`config.mk`:
```
export PLATFORM = sky130hd
export DESIGN_NAME = ones_counter_mc
export DESIGN_NICKNAME = d
export VERILOG_FILES = /design/src/rtl/ones_counter_pkg.sv /design/src/rtl/ones_acc_ch.sv /design/src/rtl/ones_counter_mc.sv
export SDC_FILE = /design/constraint.sdc
export NUM_CORES = 1
export LEC_CHECK = 0
export ABC_AREA = 0
export CAP_MARGIN = 20
export CORE_MARGIN = 2
export CORE_UTILIZATION = 25
export DETAILED_ROUTE_END_ITERATION = 6
export GPL_TIMING_DRIVEN = 1
export SYNTH_ARGS = -nofsm -noshare
export SYNTH_HDL_FRONTEND = slang
export SYNTH_SLANG_ARGS = --single-unit
```
`constraint.sdc`:
```
create_clock -name clk -period 3.1 [get_ports clk]
set_input_delay 0.62 -clock clk [delete_from_list [all_inputs] [get_ports clk]]
set_output_delay 0.62 -clock clk [all_outputs]
set_load 0.01 [all_outputs]
```
`src/rtl/ones_counter_pkg.sv`:
```
// Shared types and helpers for the multi-channel ones counter.
// Window-length clamping lives here so every instance handles the 0 and oversize cases the same way.
package ones_counter_pkg;

  typedef enum logic {IDLE, RUN} oc_state_t;
  typedef enum logic {SINGLE, CONT} oc_mode_t;

  // Zero or oversize requests fall back to the longest supported window.
  function automatic int unsigned clamp_len(input int unsigned win_len,
                                            input int unsigned max_samples);
    return (win_len == 0 || win_len > max_samples) ? max_samples : win_len;
  endfunction

endpackage

```
`src/rtl/ones_acc_ch.sv`:
```
// Single-channel ones accumulator: clear, add one sample per cycle, and
// capture acc+current sample into the result register at window end.
module ones_acc_ch #(
  parameter int CW = 11
) (
  input  logic          clk,
  input  logic          rst_n,
  input  logic          clr,
  input  logic          add_en,
  input  logic          cap,
  input  logic          bit_in,
  output logic [CW-1:0] result
);

  logic [CW-1:0] acc;

  always_ff @(posedge clk) begin
    if (!rst_n) begin
      acc    <= '0;
      result <= '0;
    end else begin
      // The window-end sample goes straight into the result, not into acc.
      if (clr || cap)  acc <= '0;
      else if (add_en) acc <= acc + CW'(bit_in);
      if (cap) result <= acc + CW'(bit_in);
    end
  end

endmodule

```
`src/rtl/ones_counter_mc.sv`:
```
// Multi-channel sigma-delta ones counter: FSM, shared sample counter and
// result handshake with sticky overrun; per-channel counting in ones_acc_ch.
module ones_counter_mc
  import ones_counter_pkg::*;
#(
  parameter  int N_CH        = 4,
  parameter  int MAX_SAMPLES = 2047,
  localparam int CW          = $clog2(MAX_SAMPLES + 1)
) (
  input  logic               clk,
  input  logic               rst_n,
  input  logic               start,
  input  logic               stop,
  input  logic               mode,
  input  logic [CW-1:0]      win_len,
  input  logic [N_CH-1:0]    pulse,
  output logic [N_CH*CW-1:0] ones,
  output logic               out_valid,
  input  logic               out_ready,
  output logic               busy,
  output logic               overrun
);

  oc_state_t               state_q, state_d;
  oc_mode_t                mode_q;
  logic [CW-1:0]           len_q, sample_cnt;
  logic                    accept, win_end, clr;
  logic [N_CH-1:0][CW-1:0] res;

  always_ff @(posedge clk) begin
    if (!rst_n) state_q <= IDLE;
    else        state_q <= state_d;
  end

  always_comb begin
    state_d = state_q;
    case (state_q)
      IDLE: if (start && !stop) state_d = RUN;
      RUN: begin
        if (stop)                          state_d = IDLE;
        else if (win_end && mode_q == SINGLE) state_d = IDLE;
      end
      default: state_d = IDLE;
    endcase
  end

  // stop wins over the window-end capture, so an aborted last sample yields nothing.
  always_comb begin
    busy    = (state_q == RUN);
    accept  = (state_q == IDLE) && start && !stop;
    win_end = (state_q == RUN) && !stop && (sample_cnt == len_q - CW'(1));
    clr     = accept || ((state_q == RUN) && stop);
  end

  always_ff @(posedge clk) begin
    if (!rst_n) begin
      len_q      <= '0;
      mode_q     <= SINGLE;
      sample_cnt <= '0;
    end else if (accept) begin
      len_q      <= CW'(clamp_len(32'(win_len), MAX_SAMPLES));
      mode_q     <= oc_mode_t'(mode);
      sample_cnt <= '0;
    end else if (state_q == RUN) begin
      if (stop || win_end) sample_cnt <= '0;
      else                 sample_cnt <= sample_cnt + CW'(1);
    end
  end

  // A load on the same edge as a transfer replaces the result without overrun.
  always_ff @(posedge clk) begin
    if (!rst_n) begin
      out_valid <= 1'b0;
      overrun   <= 1'b0;
    end else begin
      if (accept) overrun <= 1'b0;
      if (win_end) begin
        out_valid <= 1'b1;
        if (out_valid && !out_ready) overrun <= 1'b1;
      end else if (out_valid && out_ready) begin
        out_valid <= 1'b0;
      end
    end
  end

  for (genvar i = 0; i < N_CH; i++) begin : g_ch
    ones_acc_ch #(.CW(CW)) u_acc (
      .clk    (clk),
      .rst_n  (rst_n),
      .clr    (clr),
      .add_en (busy),
      .cap    (win_end),
      .bit_in (pulse[i]),
      .result (res[i])
    );
  end

  assign ones = res;

endmodule
```
# --- After elaboration in Yosys (flattened, before gate mapping) ---
# Cells that the tools add are included.
op_classes:
  n_div: 0
  n_mul: 0
  bitwise: 3
  n_reduce_logical: 18
  addsub: 6
  n_lt_le_gt_ge: 0
  n_mux: 11
  n_shift: 0
  n_eq_ne: 1
op_table:
  columns: ["op", "n"]
  rows:
  - ["adder 11 x 1 -> 11 bit", 4]
  - ["2-to-1 mux 11 bit", 2]
  - ["adder 11 x 1 -> 11 bit, second input constant", 1]
  - ["== test 11 bit", 1]
  - ["logical NOT 11 bit", 1]
  - ["subtractor 11 x 1 -> 11 bit, second input constant", 1]
  - ["logical AND 1 bit", 9]
  - ["2-to-1 mux 1 bit", 8]
  - ["OR reduction 2 bit", 2]
  - ["logical OR 1 bit", 3]
  - ["inverter 1 bit", 3]
  - ["logical NOT 1 bit", 2]
  - ["case mux 1 bit (2 select lines)", 1]
  - ["nonzero test 2 bit", 1]
word_totals:
  reg_bits: 114
  romBits: 0
  in_bits: 21
  output_inout_bits: 47
  memories: 0
  ram_bits: 0
  latchBits: 0
  word_cells: 53

# --- Logic depth before layout (Yosys ltp) ---
# Gate-level depths: netlist of run 1.
logic_depth:
  depth_word: 7
  mapped_depth: 12
  mapped_depth_nobuf: 9

# --- Modules after synthesis ---
# A second synthesis of run 1 with hierarchy kept.
unflattened:
  hier_cells: 618
  area_unflattened_um2: 5667.9
by_module_without_submodules:
  columns: ["mod", "cells_each", "n_inst", "area_per_inst_um2", "seq_area_each_um2"]
  rows:
  - ["ones_acc_ch", 112, 4, 1027.2, 440.4]
  - ["ones_counter_mc", 170, 1, 1559.0, 520.5]

# --- Worst setup path before layout of run 1 ---
# Ideal clock, no wire load.
synth_path:
  path_type: "register to register"
  start: "register len_q[2]"
  end: "register g_ch[0].u_acc.result[4]"
  setup_time_ns: 0.116
  path_stages_with_launch: 12
  slack_ns: 0.352
  arrival_time_ns: 2.632
  cell_sequence: "dfxtp_1 or4_1 buf_2 or4_4 o32ai_2 a21oi_1 nor4_2 buf_4 buf_12 buf_6 nand2_1 o211a_1"
synth_between:
  elab_chain_cells: 3
synth_lines:
  columns: ["item", "line", "source"]
  rows:
  - ["from (decl)", "ones_counter_mc.sv:26", "logic [CW-1:0] len_q, sample_cnt;"]
  - ["from (signal assigned)", "ones_counter_mc.sv:61", "len_q <= CW'(clamp_len(32'(win_len), MAX_SAMPLES));"]
  - ["subtractor 11 x 1 -> 11 bit", "ones_counter_mc.sv:51", "win_end = (state_q == RUN) && !stop && (sample_cnt == len_q - CW'(1));"]
  - ["== test 11 bit", "ones_counter_mc.sv:51", null]
  - ["logical AND 1 bit", "ones_counter_mc.sv:51", null]
  - ["to (signal assigned)", "ones_acc_ch.sv:25", "if (cap) result <= acc + CW'(bit_in);"]
  - ["to (decl)", "ones_acc_ch.sv:12", "output logic [CW-1:0] result"]
# Every way passes these cells.
# A chain may end at the register's enable or synchronous reset.

# --- Worst setup path in the final report of run 1 ---
layout_path:
  start: "register len_q[2]"
  end: "register g_ch[0].u_acc.result[10]"
# The elaborated chain is that of the path after synthesis.

==> results of run 1 <==
-- through the flow --
step / hold WS [ns] / instances / util / cell area, um2
finish: 0.4700 / 916 / 0.3364 / 6828
CTS: 0.4771 / 912 / 0.3325 / 6749
floorplan: 0.4446 / 565 / - / 5202
global placement: 0.4536 / 881 / 0.3032 / 6155
detailed placement: 0.4604 / 881 / 0.3032 / 6155
global route: 0.4895 / 916 / 0.3364 / 6828
-- worst min-delay path, cell delays in order, from the launching register on --
cell and delay (ns):
sky130_fd_sc_hd__dfxtp_1 0.33, sky130_fd_sc_hd__nand2_1 0.05, sky130_fd_sc_hd__o21ai_0 0.06
-- cells by family after synthesis --
group	Yosys count	share of synthesized area
buf+inv	48	0.04930
simple gates	205	0.1929
flops	114	0.4387
xor+xnor	51	0.08586
mux	9	0.01732
compound gates	128	0.1919
fa+ha+maj	10	0.02405
-- sequential cells by signal (all words and copies together) (netlist names) --
name / count
busy: 1
out_valid: 1
mode_q: 1
overrun: 1
g_ch.u_acc.result: 44
g_ch.u_acc.acc: 44
sample_cnt: 11
len_q: 11
-- what timing repair did --
item | 4_1_cts | 5_1_grt
setup buffers | 0 | 2
hold buffers | 0 | 0
endpoints found under the setup margin | 0 | 6
resized for setup | 0 | 7
-- area by class of cell --
| cell class | count | area share |
|---|---|---|
| sequential | 114 | 0.3342 |
| inverter | 11 | 0.006047 |
| tap | 270 | 0.04948 |
| multi-input combinational | 403 | 0.3940 |
| clock buffer | 21 | 0.06744 |
| timing repair buffer | 87 | 0.1292 |
| clock inverter | 10 | 0.01961 |
-- routing by layer --
metal | global-route usage | up-vias | wire (um)
met5 | 0 | - | 0
met4 | 0.03857 | 0 | 146
met3 | 0.03712 | 12 | 517
met2 | 0.1833 | 66 | 5746
met1 | 0.1631 | 1963 | 6638
li1 | - | 2161 | -
-- path summary, 6_finish.rpt --
path                                    to             startpoint  slack [ns]  cells past startpoint
setup / recovery  g_ch[0].u_acc.result[10]               len_q[2]        0.16                     10
hold / removal       g_ch[2].u_acc.acc[10]  g_ch[2].u_acc.acc[10]        0.47                      2
setup reg to reg  g_ch[0].u_acc.result[10]               len_q[2]        0.16                     10
hold reg to reg      g_ch[2].u_acc.acc[10]  g_ch[2].u_acc.acc[10]        0.47                      2
-- placed cells by master, fill, tap and decap left out, types with 18 or more instances in the layout --
| cell | instances |
|---|---|
| sky130_fd_sc_hd__o211a_1 | 38 |
| sky130_fd_sc_hd__xor2_1 | 31 |
| sky130_fd_sc_hd__nand3_1 | 31 |
| sky130_fd_sc_hd__nor2_1 | 25 |
| sky130_fd_sc_hd__dfxtp_1 | 114 |
| sky130_fd_sc_hd__nand2_1 | 79 |
| sky130_fd_sc_hd__clkdlybuf4s50_1 | 66 |
| sky130_fd_sc_hd__clkbuf_16 | 18 |
| sky130_fd_sc_hd__o21ai_0 | 29 |
| sky130_fd_sc_hd__xnor2_1 | 20 |
-- power breakdown --
part / total, uW / internal, uW / switching, uW / leakage (uW)
sequential: 1500 / 1480 / 17.4 / 0.000920
combinational: 207 / 97.6 / 109 / 0.00162
clock: 1970 / 1300 / 678 / 0.000289
==> metrics.txt, run 1 <==
# TYPE chip_impl_metric gauge
chip_impl_metric{name="path_buf_inv",unit=""} 3
chip_impl_metric{name="synth_nets",unit=""} 596
chip_impl_metric{name="areaGrowthSynthToFinish",unit="%"} 31.24
chip_impl_metric{name="dr_total_vias",unit=""} 4202
chip_impl_metric{name="post-route-worst-setup-slack",unit="ns"} 0.1600
chip_impl_metric{name="clock_insertion_delay_worst_skew",unit="ns"} 0.41
chip_impl_metric{name="dp_worst_setup_slack",unit="ns"} 0.1354
chip_impl_metric{name="io_buffers",unit=""} 67
chip_impl_metric{name="gp_congestion",unit=""} 0.7811
chip_impl_metric{name="maxClockFrequency",unit="GHz"} 0.3401
chip_impl_metric{name="floorplan.rows",unit=""} 52
chip_impl_metric{name="synth.ff_latch_count",unit=""} 114
chip_impl_metric{name="layout.filler_cells",unit=""} 2124
chip_impl_metric{name="fin_crit_sh",unit=""} 0.9484
chip_impl_info{name="synthMostInstantiatedCell",value="sky130_fd_sc_hd__dfxtp_1"} 1
chip_impl_info{name="synthTopCellsByArea",value="sky130_fd_sc_hd__dfxtp_1, sky130_fd_sc_hd__o211a_1, sky130_fd_sc_hd__nand2_1"} 1
chip_impl_metric{name="syn_avg_cell_area",unit="um2"} 9.208
chip_impl_metric{name="largest_net_degree_at_the_start_of_global_routing",unit=""} 67
chip_impl_metric{name="synth_async_sr_flop_share",unit=""} 0
chip_impl_metric{name="yosysWarnings",unit=""} 0
chip_impl_metric{name="timing.clock.skew",unit="ns"} 0.01028
chip_impl_metric{name="htree_levels",unit=""} 4
chip_impl_info{name="cts_tree",value="done"} 1
chip_impl_metric{name="final_nets",unit=""} 665
chip_impl_info{name="cell_chain_critical_path",value="or4_4, o21a_1, o21a_1, or4_4, nor4_4, buf_6, buf_12, buf_12, nand2_1, o211a_1"} 1
chip_impl_metric{name="grt-ovfl-total",unit=""} 0
chip_impl_metric{name="synth_seq_area_share",unit=""} 0.4387
chip_impl_info{name="grt_setup_unrepaired",value="no"} 1
chip_impl_metric{name="hpwl",unit="um"} 8577
chip_impl_metric{name="design_power_total",unit="uW"} 3676
chip_impl_metric{name="crit_path_max_incr_delay",unit="ns"} 0.59
chip_impl_metric{name="clk_pin_slew_worst_paths",unit="ns"} 0.06
chip_impl_info{name="setup.worst_path.class",value="reg -> reg"} 1
chip_impl_metric{name="critical_path.max_fanout",unit=""} 33
chip_impl_info{name="synth_top_flop_cell",value="sky130_fd_sc_hd__dfxtp_1"} 1
chip_impl_metric{name="cts_buffers",unit=""} 17
chip_impl_metric{name="die_ar",unit="um2"} 21980
chip_impl_metric{name="drt-wirelength-per-cell",unit="um"} 14.25
chip_impl_metric{name="antenna_violations_before_repair",unit=""} 0
chip_impl_metric{name="worst-endpoint-required",unit="ns"} 3.41
chip_impl_metric{name="clock_sinks",unit=""} 114
chip_impl_metric{name="pin_count",unit=""} 68
chip_impl_metric{name="seq_area",unit="um2"} 2282
chip_impl_metric{name="die_w",unit="um"} 148.3
chip_impl_metric{name="final_hold_violations",unit=""} 0
chip_impl_info{name="hold_path.class",value="reg -> reg"} 1
chip_impl_metric{name="setup_violators_final",unit=""} 0
chip_impl_info{name="slowest_stage",value="sky130_fd_sc_hd__or4_4"} 1
chip_impl_info{name="ys_top_cells_by_count",value="sky130_fd_sc_hd__dfxtp_1, sky130_fd_sc_hd__nand2_1, sky130_fd_sc_hd__o211a_1, sky130_fd_sc_hd__nand3_1, sky130_fd_sc_hd__xor2_1"} 1
chip_impl_metric{name="vdd_ir_drop_max",unit="mV"} 0.3782
chip_impl_metric{name="grt_use_total",unit=""} 0.1205
chip_impl_metric{name="drc",unit=""} 0
chip_impl_metric{name="fin_setup_tns",unit="ns"} 0
chip_impl_info{name="clock-root-buffer",value="sky130_fd_sc_hd__clkbuf_16"} 1
chip_impl_metric{name="synth_top_area_share",unit=""} 0.4387
chip_impl_metric{name="final_layout_size_suffix_gt1_frac",unit=""} 0.1084
chip_impl_info{name="critical_path.startpoint_type",value="flop"} 1
chip_impl_metric{name="detailedRoute.firstPassIterationCount",unit=""} 6
chip_impl_metric{name="initial_core_util",unit=""} 0.2563
chip_impl_metric{name="drt.antenna.violating_nets",unit=""} 0
chip_impl_metric{name="synthCells",unit=""} 565
chip_impl_metric{name="final_period_minus_worst_setup_slack",unit="ns"} 2.940
chip_impl_metric{name="drv_cap",unit=""} 0
chip_impl_metric{name="floorplan.die.height",unit="um"} 148.3
chip_impl_metric{name="multi_input_comb_area",unit="um2"} 2690
chip_impl_metric{name="netlist_area_pre_place",unit="um2"} 5202
chip_impl_info{name="synth_area_leader_cell",value="sky130_fd_sc_hd__dfxtp_1"} 1
chip_impl_metric{name="core-area",unit="um2"} 20300
chip_impl_metric{name="routed_wl",unit="um"} 13050
chip_impl_metric{name="grt_pass1_vias",unit=""} 4038
chip_impl_metric{name="p_per_area",unit="nW/um2"} 538.4
chip_impl_metric{name="max-clock-path-buffers",unit=""} 2
chip_impl_metric{name="cp_data_arrival_time",unit="ns"} 3.25
chip_impl_metric{name="synthDistinctLibCells",unit=""} 45
chip_impl_metric{name="drt_iter0_drc",unit=""} 226
chip_impl_metric{name="number_of_enable_flip_flop_cells_after_synthesis",unit=""} 0
chip_impl_metric{name="antenna_cells",unit=""} 0
chip_impl_metric{name="max_slew_margin",unit=""} 0.7150
chip_impl_metric{name="final_max_slew_viol_count",unit=""} 0
chip_impl_info{name="critPathCaptureType",value="flop"} 1
chip_impl_metric{name="worstMarginPinSlew",unit="ns"} 0.4238
chip_impl_info{name="crit_path_max_delay_family",value="simple AND/OR/NAND/NOR gates"} 1
chip_impl_metric{name="via_per_inst",unit=""} 4.587
chip_impl_info{name="status",value="finished clean"} 1
chip_impl_metric{name="power.static_leakage",unit="uW"} 0.002833
chip_impl_metric{name="first_pass_grt_wire_length",unit="um"} 21010
Note: power is estimated with default switching activity, not from simulation.
==> run 2, diff against run 1 <==
--- a/config.mk
+++ b/config.mk
@@ -14,3 +14,4 @@
 export SYNTH_ARGS = -nofsm -noshare
 export SYNTH_HDL_FRONTEND = slang
 export SYNTH_SLANG_ARGS = --single-unit
+export TNS_END_PERCENT = 5
==> constraint.sdc (replaced) <==
create_clock -name clk -period 2.9 [get_ports clk]
set_input_delay 0.58 -clock clk [delete_from_list [all_inputs] [get_ports clk]]
set_output_delay 0.58 -clock clk [all_outputs]
set_load 0.01 [all_outputs]
==> metrics.txt, run 2 (synthesis gave the netlist of run 1 again) <==
# TYPE chip_impl_metric gauge
chip_impl_metric{name="postLayoutCellArea",unit="um2"} 6862
chip_impl_info{name="setup.worst_path.class",value="reg -> reg"} 1
chip_impl_info{name="cts_tree",value="done"} 1
chip_impl_metric{name="core-area",unit="um2"} 20300
chip_impl_metric{name="setup_violators_final",unit=""} 0
chip_impl_metric{name="drt.antenna.violating_nets",unit=""} 0
chip_impl_metric{name="largest_net_degree_at_the_start_of_global_routing",unit=""} 48
chip_impl_info{name="critPathLaunch",value="len_q[2]"} 1
chip_impl_metric{name="switching_power",unit="uW"} 866.2
chip_impl_metric{name="cts_buffers",unit=""} 17
chip_impl_metric{name="clk_pin_slew_worst_paths",unit="ns"} 0.05
chip_impl_metric{name="clock_sinks",unit=""} 114
chip_impl_info{name="critPathCaptureType",value="flop"} 1
chip_impl_metric{name="clock_insertion_delay_worst_skew",unit="ns"} 0.42
chip_impl_metric{name="final_layout_size_suffix_gt1_frac",unit=""} 0.1223
chip_impl_metric{name="r2r_cells",unit=""} 10
chip_impl_metric{name="comb_power_share",unit=""} 0.062
chip_impl_metric{name="via_per_inst",unit=""} 4.571
chip_impl_metric{name="grt-ovfl-total",unit=""} 0
chip_impl_info{name="critical_path.startpoint_type",value="flop"} 1
chip_impl_metric{name="floorplan.rows",unit=""} 52
chip_impl_metric{name="antenna_violations_before_repair",unit=""} 0
chip_impl_metric{name="hpwl",unit="um"} 8591
chip_impl_info{name="reg_top3",value="g_ch.u_acc.acc (44), g_ch.u_acc.result (44)"} 1
chip_impl_metric{name="worstMarginPinSlew",unit="ns"} 0.5059
chip_impl_metric{name="design_power_total",unit="uW"} 3729
chip_impl_metric{name="areaGrowthSynthToFinish",unit="%"} 31.89
chip_impl_metric{name="drc",unit=""} 0
chip_impl_metric{name="max_slew_margin",unit=""} 0.6627
chip_impl_metric{name="worstHoldPathCells",unit=""} 2
chip_impl_metric{name="p_clk_frac",unit=""} 0.509
chip_impl_metric{name="switching_share",unit=""} 0.2323
chip_impl_info{name="hold_path.class",value="reg -> reg"} 1
chip_impl_metric{name="initial_core_util",unit=""} 0.2563
chip_impl_metric{name="fin_setup_tns",unit="ns"} 0
chip_impl_metric{name="max-clock-path-buffers",unit=""} 2
chip_impl_metric{name="final_hold_violations",unit=""} 0
chip_impl_metric{name="routed_wl",unit="um"} 12880
chip_impl_metric{name="gp_congestion",unit=""} 0.8187
chip_impl_metric{name="fin_crit_sh",unit=""} 0.9532
chip_impl_metric{name="final_period_minus_worst_setup_slack",unit="ns"} 2.764
chip_impl_metric{name="timing.clock.skew",unit="ns"} 0.009381
chip_impl_metric{name="detailedRoute.firstPassIterationCount",unit=""} 4
chip_impl_metric{name="pin_count",unit=""} 68
chip_impl_metric{name="maxClockFrequency",unit="GHz"} 0.3618
chip_impl_metric{name="final_max_slew_viol_count",unit=""} 0
chip_impl_info{name="r2r-start",value="len_q[2]"} 1
chip_impl_metric{name="htree_levels",unit=""} 4
chip_impl_metric{name="worst_case_hold_slack",unit="ns"} 0.4746
chip_impl_metric{name="placedInstanceArea",unit="um2"} 6227
chip_impl_metric{name="final_nets",unit=""} 672
chip_impl_info{name="min_from",value="g_ch[0].u_acc.acc[10]"} 1
chip_impl_metric{name="pwr-share-seq",unit=""} 0.428
chip_impl_metric{name="dr_total_vias",unit=""} 4224
chip_impl_metric{name="die_ar",unit="um2"} 21980
chip_impl_metric{name="seq_area",unit="um2"} 2282
chip_impl_metric{name="grt_use_total",unit=""} 0.1209
chip_impl_metric{name="drt-wirelength-per-cell",unit="um"} 13.94
chip_impl_metric{name="p_per_area",unit="nW/um2"} 543.5
chip_impl_metric{name="drv_cap",unit=""} 0
chip_impl_metric{name="grt_pass1_vias",unit=""} 4070
chip_impl_info{name="mostFrequentLayoutCell",value="sky130_fd_sc_hd__dfxtp_1"} 1
chip_impl_metric{name="vdd_ir_drop_max",unit="mV"} 0.3390
chip_impl_info{name="mostFrequentLayoutCells",value="sky130_fd_sc_hd__dfxtp_1, sky130_fd_sc_hd__nand2_1, sky130_fd_sc_hd__clkdlybuf4s50_1"} 1
chip_impl_metric{name="floorplan.die.height",unit="um"} 148.3
chip_impl_metric{name="power.static_leakage",unit="uW"} 0.002854
chip_impl_metric{name="power.internal",unit="uW"} 2863
chip_impl_metric{name="multi_input_comb_area",unit="um2"} 2699
chip_impl_info{name="grt_setup_unrepaired",value="no"} 1
chip_impl_metric{name="worst-endpoint-required",unit="ns"} 3.26
chip_impl_metric{name="antenna_cells",unit=""} 0
chip_impl_metric{name="layout.filler_cells",unit=""} 2114
chip_impl_metric{name="first_pass_grt_wire_length",unit="um"} 21070
chip_impl_metric{name="io_buffers",unit=""} 67
chip_impl_metric{name="cp_data_arrival_time",unit="ns"} 3.12
chip_impl_metric{name="critical_path.max_fanout",unit=""} 17
chip_impl_metric{name="die_w",unit="um"} 148.3
chip_impl_info{name="clock-root-buffer",value="sky130_fd_sc_hd__clkbuf_16"} 1
chip_impl_metric{name="drt_iter0_drc",unit=""} 209
chip_impl_info{name="status",value="finished clean"} 1
run 2: worst max-delay path: stages (launching register included):
cell and delay [ns]:
sky130_fd_sc_hd__dfxtp_1 0.31, sky130_fd_sc_hd__or4_4 0.54, sky130_fd_sc_hd__buf_4 0.17, sky130_fd_sc_hd__nor2_2 0.08, sky130_fd_sc_hd__xnor2_1 0.09, sky130_fd_sc_hd__or4_4 0.51
sky130_fd_sc_hd__nor4_4 0.37, sky130_fd_sc_hd__buf_6 0.22, sky130_fd_sc_hd__buf_12 0.11, sky130_fd_sc_hd__clkbuf_16 0.16, sky130_fd_sc_hd__o211a_1 0.14
run 2: path summary, 6_finish.rpt:
kind	to	slack, ns
setup / recovery	g_ch[0].u_acc.result[6]	0.14
hold reg to reg	g_ch[0].u_acc.acc[10]	0.47
setup reg to reg	g_ch[0].u_acc.result[6]	0.14
hold / removal	g_ch[0].u_acc.acc[10]	0.47
run 2: timing repair:
item,4_1_cts,5_1_grt
endpoints found under the setup margin,0,19
gates resized for setup,0,5
hold buffers,0,0
buffers inserted,0,1
run 2: stage by stage:
stage | worst slack [ns] | cells | utilization
3_3_place_gp | 0.1072 | 889 | 0.3068
4_1_cts | 0.07075 | 921 | 0.3336
5_1_grt | 0.01422 | 924 | 0.3380
2_1_floorplan | 0.1520 | 565 | -
3_5_place_dp | 0.1012 | 889 | 0.3068
6_report | 0.1357 | 924 | 0.3380
run 2: layout make-up:
cell class	instances	share of cell area
clock buffers	23	0.07112
multi-input cells	403	0.3933
inverters	11	0.006018
repair buffers	94	0.1395
flip-flops and latches	114	0.3326
well taps	270	0.04923
clock inverters	9	0.008206
run 2: power groups by stage:
stage,sequential (uW),combinational (uW),clock (uW)
floorplan,1630,141,0
global placement,1630,227,0
detailed placement,1630,227,0
CTS,1600,229,1950
global route,1600,256,2020
finish,1600,233,1900
run 2: per-layer routing:
metal	global-route usage	share of wire	vias up
li1	-	-	2159
met3	0.03957	0.049	14
met2	0.1863	0.43	82
met5	0	0	-
met1	0.1550	0.50	1969
met4	0.05190	0.018	0
==> run 3, diff against run 2 <==
--- a/config.mk
+++ b/config.mk
@@ -14,4 +14,4 @@
 export SYNTH_ARGS = -nofsm -noshare
 export SYNTH_HDL_FRONTEND = slang
 export SYNTH_SLANG_ARGS = --single-unit
-export TNS_END_PERCENT = 5
+export TNS_END_PERCENT = 20
==> results of run 3 <==
No change in the layout: final DEF, timing and power equal those of run 2.
